==> config.mk <==
export PLATFORM = sky130hd
export DESIGN_NAME = multicycle_ctrl
export DESIGN_NICKNAME = d
export VERILOG_FILES = /design/src/rtl/multicycle_ctrl_pkg.sv /design/src/rtl/multicycle_ctrl_decode.sv /design/src/rtl/multicycle_ctrl.sv
export SDC_FILE = /design/constraint.sdc
export NUM_CORES = 1
export LEC_CHECK = 0
export BUFFER_PORTS_ARGS = -buffer_cell sky130_fd_sc_hd__buf_2
export CAP_MARGIN = 30
export CORE_MARGIN = 3
export CORE_UTILIZATION = 54
export DETAILED_ROUTE_END_ITERATION = 10
export GPL_ROUTABILITY_DRIVEN = 0
export PLACE_DENSITY = 0.83
export SLEW_MARGIN = 20
export SYNTH_ARGS = -nofsm -noshare
export SYNTH_HDL_FRONTEND = slang
export SYNTH_SLANG_ARGS = --single-unit
==> constraint.sdc <==
create_clock -name clk -period 2.8 [get_ports clk]
set_clock_uncertainty 0.15 [all_clocks]
set_input_delay 0.28 -clock clk [delete_from_list [all_inputs] [get_ports clk]]
set_output_delay 0.28 -clock clk [all_outputs]
set_load 0.03 [all_outputs]
==> src/rtl/multicycle_ctrl_pkg.sv <==
// Shared types and encodings for the multi-cycle MIPS control unit:
// state enum, opcode constants and the ALU / mux select encodings.
package multicycle_ctrl_pkg;

  localparam int unsigned OP_W    = 6;
  localparam int unsigned STATE_W = 4;

  typedef enum logic [STATE_W-1:0] {
    FETCH     = 4'd0,
    DECODE    = 4'd1,
    MEM_ADDR  = 4'd2,
    MEM_RD    = 4'd3,
    MEM_WB    = 4'd4,
    MEM_WR    = 4'd5,
    R_EXEC    = 4'd6,
    R_WB      = 4'd7,
    BRANCH    = 4'd8,
    JUMP      = 4'd9,
    ADDI_EXEC = 4'd10,
    ADDI_WB   = 4'd11,
    TRAP      = 4'd12
  } state_t;

  // Opcodes, IR[31:26]
  localparam logic [OP_W-1:0] OP_RTYPE = 6'b000000;
  localparam logic [OP_W-1:0] OP_LW    = 6'b100011;
  localparam logic [OP_W-1:0] OP_SW    = 6'b101011;
  localparam logic [OP_W-1:0] OP_BEQ   = 6'b000100;
  localparam logic [OP_W-1:0] OP_J     = 6'b000010;
  localparam logic [OP_W-1:0] OP_ADDI  = 6'b001000;

  // alu_op encodings
  localparam logic [1:0] ALU_ADD   = 2'b00;
  localparam logic [1:0] ALU_SUB   = 2'b01;
  localparam logic [1:0] ALU_FUNCT = 2'b10;

  // alu_src_b encodings
  localparam logic [1:0] SRCB_B      = 2'b00;
  localparam logic [1:0] SRCB_FOUR   = 2'b01;
  localparam logic [1:0] SRCB_IMM    = 2'b10;
  localparam logic [1:0] SRCB_IMM_SH = 2'b11;

  // pc_source encodings
  localparam logic [1:0] PCSRC_ALU    = 2'b00;
  localparam logic [1:0] PCSRC_ALUOUT = 2'b01;
  localparam logic [1:0] PCSRC_JUMP   = 2'b10;

endpackage

==> src/rtl/multicycle_ctrl_decode.sv <==
// State-to-control-signal decode for the multi-cycle controller.
// Purely combinational. Inputs: current state, mem_ready (only used by
// the FETCH Mealy terms ir_write / pc_write). Outputs: all datapath
// control strobes and selects, plus the illegal-opcode trap flag.
module multicycle_ctrl_decode
  import multicycle_ctrl_pkg::*;
(
  input  state_t     state,
  input  logic       mem_ready,
  output logic       pc_write,
  output logic       pc_write_cond,
  output logic       ir_write,
  output logic       i_or_d,
  output logic       mem_read,
  output logic       mem_write,
  output logic       mem_to_reg,
  output logic       reg_dst,
  output logic       reg_write,
  output logic       alu_src_a,
  output logic [1:0] alu_src_b,
  output logic [1:0] alu_op,
  output logic [1:0] pc_source,
  output logic       illegal
);

  // Every output defaults low; each state raises only what it needs
  always_comb begin
    pc_write      = 1'b0;
    pc_write_cond = 1'b0;
    ir_write      = 1'b0;
    i_or_d        = 1'b0;
    mem_read      = 1'b0;
    mem_write     = 1'b0;
    mem_to_reg    = 1'b0;
    reg_dst       = 1'b0;
    reg_write     = 1'b0;
    alu_src_a     = 1'b0;
    alu_src_b     = SRCB_B;
    alu_op        = ALU_ADD;
    pc_source     = PCSRC_ALU;
    illegal       = 1'b0;

    case (state)
      FETCH: begin
        mem_read  = 1'b1;
        alu_src_b = SRCB_FOUR;
        // IR and PC only capture on the cycle memory actually delivers
        ir_write  = mem_ready;
        pc_write  = mem_ready;
      end
      DECODE: begin
        alu_src_b = SRCB_IMM_SH;
      end
      MEM_ADDR, ADDI_EXEC: begin
        alu_src_a = 1'b1;
        alu_src_b = SRCB_IMM;
      end
      MEM_RD: begin
        mem_read = 1'b1;
        i_or_d   = 1'b1;
      end
      MEM_WB: begin
        reg_write  = 1'b1;
        mem_to_reg = 1'b1;
      end
      MEM_WR: begin
        mem_write = 1'b1;
        i_or_d    = 1'b1;
      end
      R_EXEC: begin
        alu_src_a = 1'b1;
        alu_op    = ALU_FUNCT;
      end
      R_WB: begin
        reg_write = 1'b1;
        reg_dst   = 1'b1;
      end
      BRANCH: begin
        alu_src_a     = 1'b1;
        alu_op        = ALU_SUB;
        pc_write_cond = 1'b1;
        pc_source     = PCSRC_ALUOUT;
      end
      JUMP: begin
        pc_write  = 1'b1;
        pc_source = PCSRC_JUMP;
      end
      ADDI_WB: begin
        reg_write = 1'b1;
      end
      TRAP: begin
        illegal = 1'b1;
      end
      default: begin
      end
    endcase
  end

endmodule

==> src/rtl/multicycle_ctrl.sv <==
// Multi-cycle MIPS control unit. Sequences each instruction through
// fetch/decode/execute/memory/writeback over a shared ALU and one memory
// port, with memory wait states, an illegal-opcode trap and a retired
// instruction counter.
// Ports: clk, rst_n (sync, active low), opcode (IR[31:26], sampled in
// DECODE), mem_ready (memory access completes this cycle); outputs are the
// datapath controls, illegal (trapped) and instr_count (retired count).
module multicycle_ctrl
  import multicycle_ctrl_pkg::*;
#(
  parameter int unsigned CNT_W       = 32,
  parameter bit          ENABLE_ADDI = 1'b1,
  parameter bit          ENABLE_JUMP = 1'b1
) (
  input  logic             clk,
  input  logic             rst_n,
  input  logic [5:0]       opcode,
  input  logic             mem_ready,
  output logic             pc_write,
  output logic             pc_write_cond,
  output logic             ir_write,
  output logic             i_or_d,
  output logic             mem_read,
  output logic             mem_write,
  output logic             mem_to_reg,
  output logic             reg_dst,
  output logic             reg_write,
  output logic             alu_src_a,
  output logic [1:0]       alu_src_b,
  output logic [1:0]       alu_op,
  output logic [1:0]       pc_source,
  output logic             illegal,
  output logic [CNT_W-1:0] instr_count
);

  state_t            state_q, state_d;
  logic [OP_W-1:0]   op_q;
  logic [CNT_W-1:0]  cnt_q;
  logic              retire;

  // Next-state selection
  always_comb begin
    state_d = state_q;
    case (state_q)
      FETCH:     if (mem_ready) state_d = DECODE;
      DECODE: begin
        case (opcode)
          OP_RTYPE:     state_d = R_EXEC;
          OP_LW, OP_SW: state_d = MEM_ADDR;
          OP_BEQ:       state_d = BRANCH;
          OP_J:         state_d = ENABLE_JUMP ? JUMP : TRAP;
          OP_ADDI:      state_d = ENABLE_ADDI ? ADDI_EXEC : TRAP;
          default:      state_d = TRAP;
        endcase
      end
      // Only LW and SW reach MEM_ADDR, so anything but LW is a store
      MEM_ADDR:  state_d = (op_q == OP_LW) ? MEM_RD : MEM_WR;
      MEM_RD:    if (mem_ready) state_d = MEM_WB;
      MEM_WB:    state_d = FETCH;
      MEM_WR:    if (mem_ready) state_d = FETCH;
      R_EXEC:    state_d = R_WB;
      R_WB:      state_d = FETCH;
      BRANCH:    state_d = FETCH;
      JUMP:      state_d = FETCH;
      ADDI_EXEC: state_d = ADDI_WB;
      ADDI_WB:   state_d = FETCH;
      TRAP:      state_d = TRAP;
      default:   state_d = FETCH;
    endcase
  end

  // An instruction retires on the edge that returns to FETCH
  assign retire = (state_d == FETCH) && (state_q != FETCH);

  // State, latched opcode and retire counter
  always_ff @(posedge clk) begin
    if (!rst_n) begin
      state_q <= FETCH;
      op_q    <= '0;
      cnt_q   <= '0;
    end else begin
      state_q <= state_d;
      if (state_q == DECODE) op_q <= opcode;
      if (retire) cnt_q <= cnt_q + CNT_W'(1);
    end
  end

  assign instr_count = cnt_q;

  multicycle_ctrl_decode u_decode (
    .state         (state_q),
    .mem_ready     (mem_ready),
    .pc_write      (pc_write),
    .pc_write_cond (pc_write_cond),
    .ir_write      (ir_write),
    .i_or_d        (i_or_d),
    .mem_read      (mem_read),
    .mem_write     (mem_write),
    .mem_to_reg    (mem_to_reg),
    .reg_dst       (reg_dst),
    .reg_write     (reg_write),
    .alu_src_a     (alu_src_a),
    .alu_src_b     (alu_src_b),
    .alu_op        (alu_op),
    .pc_source     (pc_source),
    .illegal       (illegal)
  );

endmodule
==> impl_metrics.json, run 1 <==
{
  "status": "complete, no violations",
  "share_seq_of_total_power_pct": 48.1,
  "antenna_found_initial": 0,
  "ir_drop_uv": 395.6,
  "slew-limit-headroom_pct": 54.16,
  "cts-root-to-sink-buffers": 2,
  "worstSetupEndpointType": "flip-flop",
  "switching_share_pct": 31.92,
  "placement_rows": 23,
  "cellLeakagePower_nw": 1.191,
  "crit_arrival_ns": 2.69,
  "die_height_um": 73.13,
  "cap_viol_max_count": 0,
  "placed_area_um2": 2733,
  "synth_cell_type_count": 50,
  "postRouteWirelength_mm": 5.983,
  "hold_buffers": 0,
  "grt_max_degree": 29,
  "place.detailed.instances": 407,
  "power.clock.fraction_pct": 31.1,
  "layout-area-overhead-vs-synth_pct": 16.20,
  "rsz_0062_raised_after_global_routing": "yes",
  "finalSetupViolations": 0,
  "drive_above_1_share_pct": 25.21,
  "clk-insertion-delay-late_ns": 0.30,
  "floorplan.io_pins": 58,
  "switchingPower_mw": 0.4239,
  "count_of_flip_flops_with_a_built_in_enable_after_synthesis": 0,
  "layout.cells.most_common_list": "sky130_fd_sc_hd__buf_2, sky130_fd_sc_hd__nand2_1, sky130_fd_sc_hd__dfxtp_1",
  "worstHoldStart": "opcode[2]",
  "synth_cells": 311,
  "layout.nets": 374,
  "dp_hpwl_mm": 4.287,
  "critical_path_class": "reg -> reg",
  "clockRootBuffer": "sky130_fd_sc_hd__clkbuf_8",
  "setup.worst_path.end": "instr_count[31]",
  "final_common_cell": "sky130_fd_sc_hd__buf_2",
  "die_area_um2": 5348,
  "crit-reg2reg-capture": "instr_count[31]",
  "number_of_non_filler_instances_in_the_completed_layout": 415,
  "critical_path.startpoint_type": "flip-flop",
  "reg2reg_depth": 7,
  "synth.yosys.warnings": 0,
  "numPortBuffers": 57,
  "intPower_mw": 0.9040,
  "cts.htree.levels": 2,
  "vias": 2451,
  "core_um2": 4173,
  "ys_dominant_reg_cell": "sky130_fd_sc_hd__dfxtp_1",
  "count_of_cells_resized_by_post_cts_repair": 0,
  "cts.reportedPaths.clkPinSlew_ns": 0.08,
  "timing.critical_path.required_ns": 2.88,
  "number_of_global_route_vias_before_repair": 2160,
  "grt_pass1_wl_mm": 9.673,
  "rr_startpoint": "state_q[0]",
  "drc": 0,
  "postSynthRegisterBits": 42,
  "final_min_period_over_clock_period_pct": 92.94,
  "synthesis.area_per_instance_um2": 7.825,
  "detailedRoute.firstPassIterationCount": 4,
  "grt-ovfl-total": 0,
  "async_flop_share_pct": 0,
  "share_comb_of_total_power_pct": 20.8,
  "track_usage_pct": 22.82,
  "synth_sequential_area_ratio_pct": 34.55,
  "cts_setup_buffers": 0,
  "hold_path.class": "in -> reg",
  "initial_core_util_pct": 58.32,
  "syn_area_um2": 2434,
  "die_w_um": 73.13,
  "worstMarginPinSlew_ns": 0.6818,
  "ant_nets": 0,
  "drt-wirelength-per-cell_um": 14.42,
  "drt_iter0_markers": 211,
  "design_area_um2": 2828,
  "total_power_per_unit_cell_area_nw_per_um2": 469.6,
  "syn-num-nets": 321,
  "cts_num_sinks": 42,
  "diodes": 0,
  "reg2reg_setup_slack_ns": 0.20,
  "post_drt_via_cell_ratio": 5.906,
  "maxClockFrequency_mhz": 384.3,
  "final_max_slew_viol_count": 0,
  "launch_point_of_the_critical_path": "state_q[0]",
  "p_total_mw": 1.328,
  "cts_tree": "done",
  "count_of_final_hold_check_violations": 0,
  "final.min_clock_period_ns": 2.602,
  "cts-buffers-inserted": 5,
  "critical_path.max_fanout": 15
}
[power by group through the flow]
stage,registers (mW),logic (mW),clock network (mW)
after floorplan,0.646,0.212,0
after global placement,0.650,0.269,0
after detailed placement,0.651,0.272,0
after CTS,0.637,0.274,0.414
after global routing,0.642,0.300,0.444
final,0.638,0.276,0.413
[worst max-delay path, stage by stage, from the launching register on]
cell and delay, ns:
sky130_fd_sc_hd__dfxtp_1 0.49, sky130_fd_sc_hd__o41a_2 0.25, sky130_fd_sc_hd__nand4_2 0.15, sky130_fd_sc_hd__or3_1 0.40, sky130_fd_sc_hd__nor3_4 0.20, sky130_fd_sc_hd__nand4_2 0.31
sky130_fd_sc_hd__or3_1 0.44, sky130_fd_sc_hd__a21oi_1 0.14
[cells in the mapped netlist, types with 2 or more instances]
| library cell | n | share of area [%] |
|---|---|---|
| sky130_fd_sc_hd__nor4b_2 | 2 | 1.2 |
| sky130_fd_sc_hd__mux2i_1 | 11 | 4.5 |
| sky130_fd_sc_hd__buf_6 | 2 | 0.93 |
| sky130_fd_sc_hd__clkbuf_1 | 7 | 1.1 |
| sky130_fd_sc_hd__a21oi_1 | 29 | 6.0 |
| sky130_fd_sc_hd__and2_1 | 4 | 1.0 |
| sky130_fd_sc_hd__dfxtp_1 | 42 | 35 |
| sky130_fd_sc_hd__xnor2_1 | 2 | 0.72 |
| sky130_fd_sc_hd__or4_1 | 4 | 1.2 |
| sky130_fd_sc_hd__nor3b_1 | 5 | 1.5 |
| sky130_fd_sc_hd__nand4_1 | 7 | 1.8 |
| sky130_fd_sc_hd__buf_2 | 6 | 1.2 |
| sky130_fd_sc_hd__or3_1 | 14 | 3.6 |
| sky130_fd_sc_hd__nand2_1 | 45 | 6.9 |
| sky130_fd_sc_hd__o21a_1 | 2 | 0.62 |
| sky130_fd_sc_hd__nor2b_1 | 2 | 0.51 |
| sky130_fd_sc_hd__and3_1 | 5 | 1.3 |
| sky130_fd_sc_hd__o32ai_1 | 2 | 0.72 |
| sky130_fd_sc_hd__nor2_1 | 24 | 3.7 |
| sky130_fd_sc_hd__nor3_1 | 5 | 1.0 |
| sky130_fd_sc_hd__nand3_1 | 14 | 2.9 |
| sky130_fd_sc_hd__inv_1 | 7 | 1.1 |
| sky130_fd_sc_hd__nor4_1 | 4 | 1.0 |
| sky130_fd_sc_hd__buf_4 | 4 | 1.2 |
| sky130_fd_sc_hd__or2_2 | 4 | 1.0 |
| sky130_fd_sc_hd__xor2_1 | 3 | 1.1 |
| sky130_fd_sc_hd__o31ai_1 | 4 | 1.2 |
| sky130_fd_sc_hd__nand4_2 | 2 | 1.0 |
| sky130_fd_sc_hd__o21ai_0 | 16 | 3.3 |
| sky130_fd_sc_hd__nand2b_1 | 13 | 3.3 |
[area by class of cell]
type	count	area [um2]
inverters	8	30.03
well taps	50	62.56
fillers	359	1345
repair buffers	65	345.3
clock inverters	1	5.005
flip-flops and latches	42	844.6
multi-input cells	242	1454
clock buffers	7	86.33
[sequential cells by signal, indices dropped and copies added (netlist names)]
signal,flops
instr_count,32
op_q,6
state_q,4
[how the worst min path moves through the flow]
stage | endpoint | slack, ns | cells past startpoint
6_report | op_q[2] | 0.10 | 3
5_1_grt | op_q[3] | 0.11 | 3
4_1_cts | op_q[2] | 0.1 | 3
3_5_place_dp | op_q[1] | 0.30 | 2
3_3_place_gp | op_q[4] | 0.30 | 2
2_1_floorplan | op_q[5] | 0.27 | 2
[routing by layer]
metal  wire length, um  part of all wire, %  vias to the layer above  track usage (%)
li1                  -                    -                     1214                -
met1              2603                   44                     1139            28.03
met2              2899                   48                       84            38.33
met3               363                  6.1                       14            4.959
met4               117                  2.0                        0            9.426
met5                 0                    0                        -                0
[cell families after synthesis]
logic type      after synthesis  synth area share, %
compound gates               62                15.12
flops                        42                34.55
mux                          11                4.525
fa+ha+maj                     1               0.5141
buf+inv                      27                5.707
simple gates                163                37.79
xor+xnor                      5                1.800
[stage by stage]
stage	setup TNS, ns	hold WS (ns)	setup WS (ns)	util [%]
after floorplan	0	0.2660	0.3312	-
after global placement	0	0.2951	0.1647	65.49
after detailed placement	0	0.3001	0.08486	65.49
after CTS	0	0.09621	0.05156	67.68
after global routing	-0.004831	0.1052	-0.004831	67.77
final	0	0.1044	0.1976	67.77
Power figures use the tool's default switching activity.
==> run 2: changes to the inputs <==
Settings changed: CELL_PAD_IN_SITES_DETAIL_PLACEMENT set to 1, CELL_PAD_IN_SITES_GLOBAL_PLACEMENT set to 1, CORE_UTILIZATION 54 to 39.
==> run 2 against run 1 <==
  * Global-route usage shrank 2.9 points
  * Via count grew 1.3%
  * Highest routed layer unchanged
  * Maximum frequency shrank 0.13%
  * Critical path type unchanged
  * Utilization shrank 19 points
==> impl_metrics.json, run 2 (same netlist as run 1, synthesis figures left out) <==
{
  "track_usage_pct": 19.89,
  "layout-area-overhead-vs-synth_pct": 19.59,
  "vias": 2483,
  "cts_num_sinks": 42,
  "critical_path.startpoint_type": "flip-flop",
  "wl_met1_mm": 3.035,
  "hold_path_end": "op_q[4]",
  "hold_path.class": "in -> reg",
  "met3RoutedLength_um": 349,
  "critical_path_class": "reg -> reg",
  "rr_startpoint": "state_q[2]",
  "cts_setup_buffers": 0,
  "initial_core_util_pct": 40.62,
  "reg2reg_depth": 7,
  "ant_nets": 0,
  "placement_rows": 28,
  "die_area_um2": 7224,
  "max_reg_flops": 32,
  "cts_tree": "done",
  "cap_viol_max_count": 0,
  "antenna_found_initial": 0,
  "worstHoldStart": "opcode[4]",
  "finalSetupViolations": 0,
  "drive_above_1_share_pct": 26.09,
  "worstMarginPinSlew_ns": 0.7190,
  "cts.htree.levels": 2,
  "ir_drop_uv": 285.8,
  "floorplan.io_pins": 58,
  "detailedRoute.firstPassIterationCount": 4,
  "status": "complete, no violations",
  "die_w_um": 85.00,
  "pre_cts_ws_ns": 0.03430,
  "drt_iter0_markers": 76,
  "maxClockFrequency_mhz": 383.8,
  "timing.critical_path.required_ns": 2.88,
  "cts.reportedPaths.clkPinSlew_ns": 0.08,
  "cellLeakagePower_nw": 1.200,
  "clk-insertion-delay-late_ns": 0.30,
  "postRouteWirelength_mm": 6.958,
  "core_um2": 5991,
  "top_signal_layer_used": "met4",
  "numPortBuffers": 57,
  "grt_max_degree": 29,
  "dp_hpwl_mm": 5.262,
  "timing.setup.tns_ns": 0,
  "dr_wl_met2_mm": 3.472,
  "total_power_per_unit_cell_area_nw_per_um2": 487.3,
  "worstSetupEndpointType": "flip-flop",
  "post_drt_via_cell_ratio": 5.605,
  "rsz_0062_raised_after_global_routing": "no",
  "layout.cells.most_common_list": "sky130_fd_sc_hd__buf_2, sky130_fd_sc_hd__nand2_1, sky130_fd_sc_hd__dfxtp_1",
  "grt-ovfl-total": 0,
  "slew-limit-headroom_pct": 51.31,
  "cts-root-to-sink-buffers": 2,
  "final_critical_path_setup_slack_ns": 0.1942,
  "drc": 0,
  "reg2reg_setup_slack_ns": 0.19,
  "diodes": 0,
  "count_of_final_hold_check_violations": 0,
  "crit_arrival_ns": 2.68,
  "critical_path.max_fanout": 15,
  "cts-buffers-inserted": 5,
  "number_of_global_route_vias_before_repair": 2548,
  "final_max_slew_viol_count": 0,
  "final_common_cell": "sky130_fd_sc_hd__buf_2",
  "clockRootBuffer": "sky130_fd_sc_hd__clkbuf_8",
  "layout.nets": 377,
  "final.min_clock_period_ns": 2.606,
  "hold_buffers": 0,
  "final_min_period_over_clock_period_pct": 93.07,
  "grt_pass1_wl_mm": 11.93,
  "holdPathStages": 3,
  "crit-reg2reg-capture": "instr_count[15]",
  "drt-wirelength-per-cell_um": 15.71,
  "die_height_um": 85.00,
  "final.hold.worst_slack_ns": 0.1084
}
-- run 2: worst max-delay path by stage --
stage / start / slack (ns) / depth (start not counted) / end
finish: state_q[2] / 0.19 / 7 / instr_count[15]
global route: state_q[2] / 0.04 / 7 / instr_count[15]
CTS: state_q[2] / 0.02 / 7 / instr_count[25]
detailed placement: state_q[2] / 0.03 / 7 / instr_count[31]
global placement: state_q[2] / 0.13 / 7 / instr_count[31]
floorplan: instr_count[4] / 0.33 / 9 / instr_count[27]
-- run 2: final cells by class --
cell class	count	area, um2
sequential	42	845.8
fill	761	3080
tap	75	93.84
timing repair buffer	68	367.9
clock inverter	2	37.54
multi-input combinational	242	1463
clock buffer	6	72.57
inverter	8	30.03
-- run 2: power by group --
| group | internal [mW] | switching, mW | total (mW) |
|---|---|---|---|
| registers | 0.613 | 0.0287 | 0.642 |
| clock network | 0.266 | 0.221 | 0.487 |
| logic | 0.0965 | 0.193 | 0.290 |
-- run 2: what timing repair did --
item	CTS	global route
hold endpoints to repair	0	0
setup endpoints to repair	0	15
gates resized for setup	0	5
-- run 2: metal layers --
layer | global-route usage (%) | vias to the layer above
met5 | 0 | -
met4 | 5.468 | 0
met1 | 24.02 | 1207
met3 | 4.272 | 11
met2 | 35.45 | 49
li1 | - | 1216
-- run 2: worst max-delay path, stage by stage, from the launching register on --
cell and delay, ns:
sky130_fd_sc_hd__dfxtp_2 0.51, sky130_fd_sc_hd__or2_2 0.23, sky130_fd_sc_hd__o32a_1 0.16, sky130_fd_sc_hd__o311ai_1 0.21, sky130_fd_sc_hd__nor4_4 0.41, sky130_fd_sc_hd__nand2_2 0.18
sky130_fd_sc_hd__or4_1 0.52, sky130_fd_sc_hd__a21oi_1 0.16
-- run 2: metrics by stage --
step | utilization, % | total power, mW | std cells | instance area (um2)
2_1_floorplan | - | 0.8575 | 311 | 2434
3_3_place_gp | 46.51 | 0.9317 | 435 | 2786
3_5_place_dp | 46.51 | 0.9411 | 435 | 2786
4_1_cts | 48.35 | 1.422 | 443 | 2897
5_1_grt | 48.58 | 1.481 | 443 | 2910
6_report | 48.58 | 1.418 | 443 | 2910
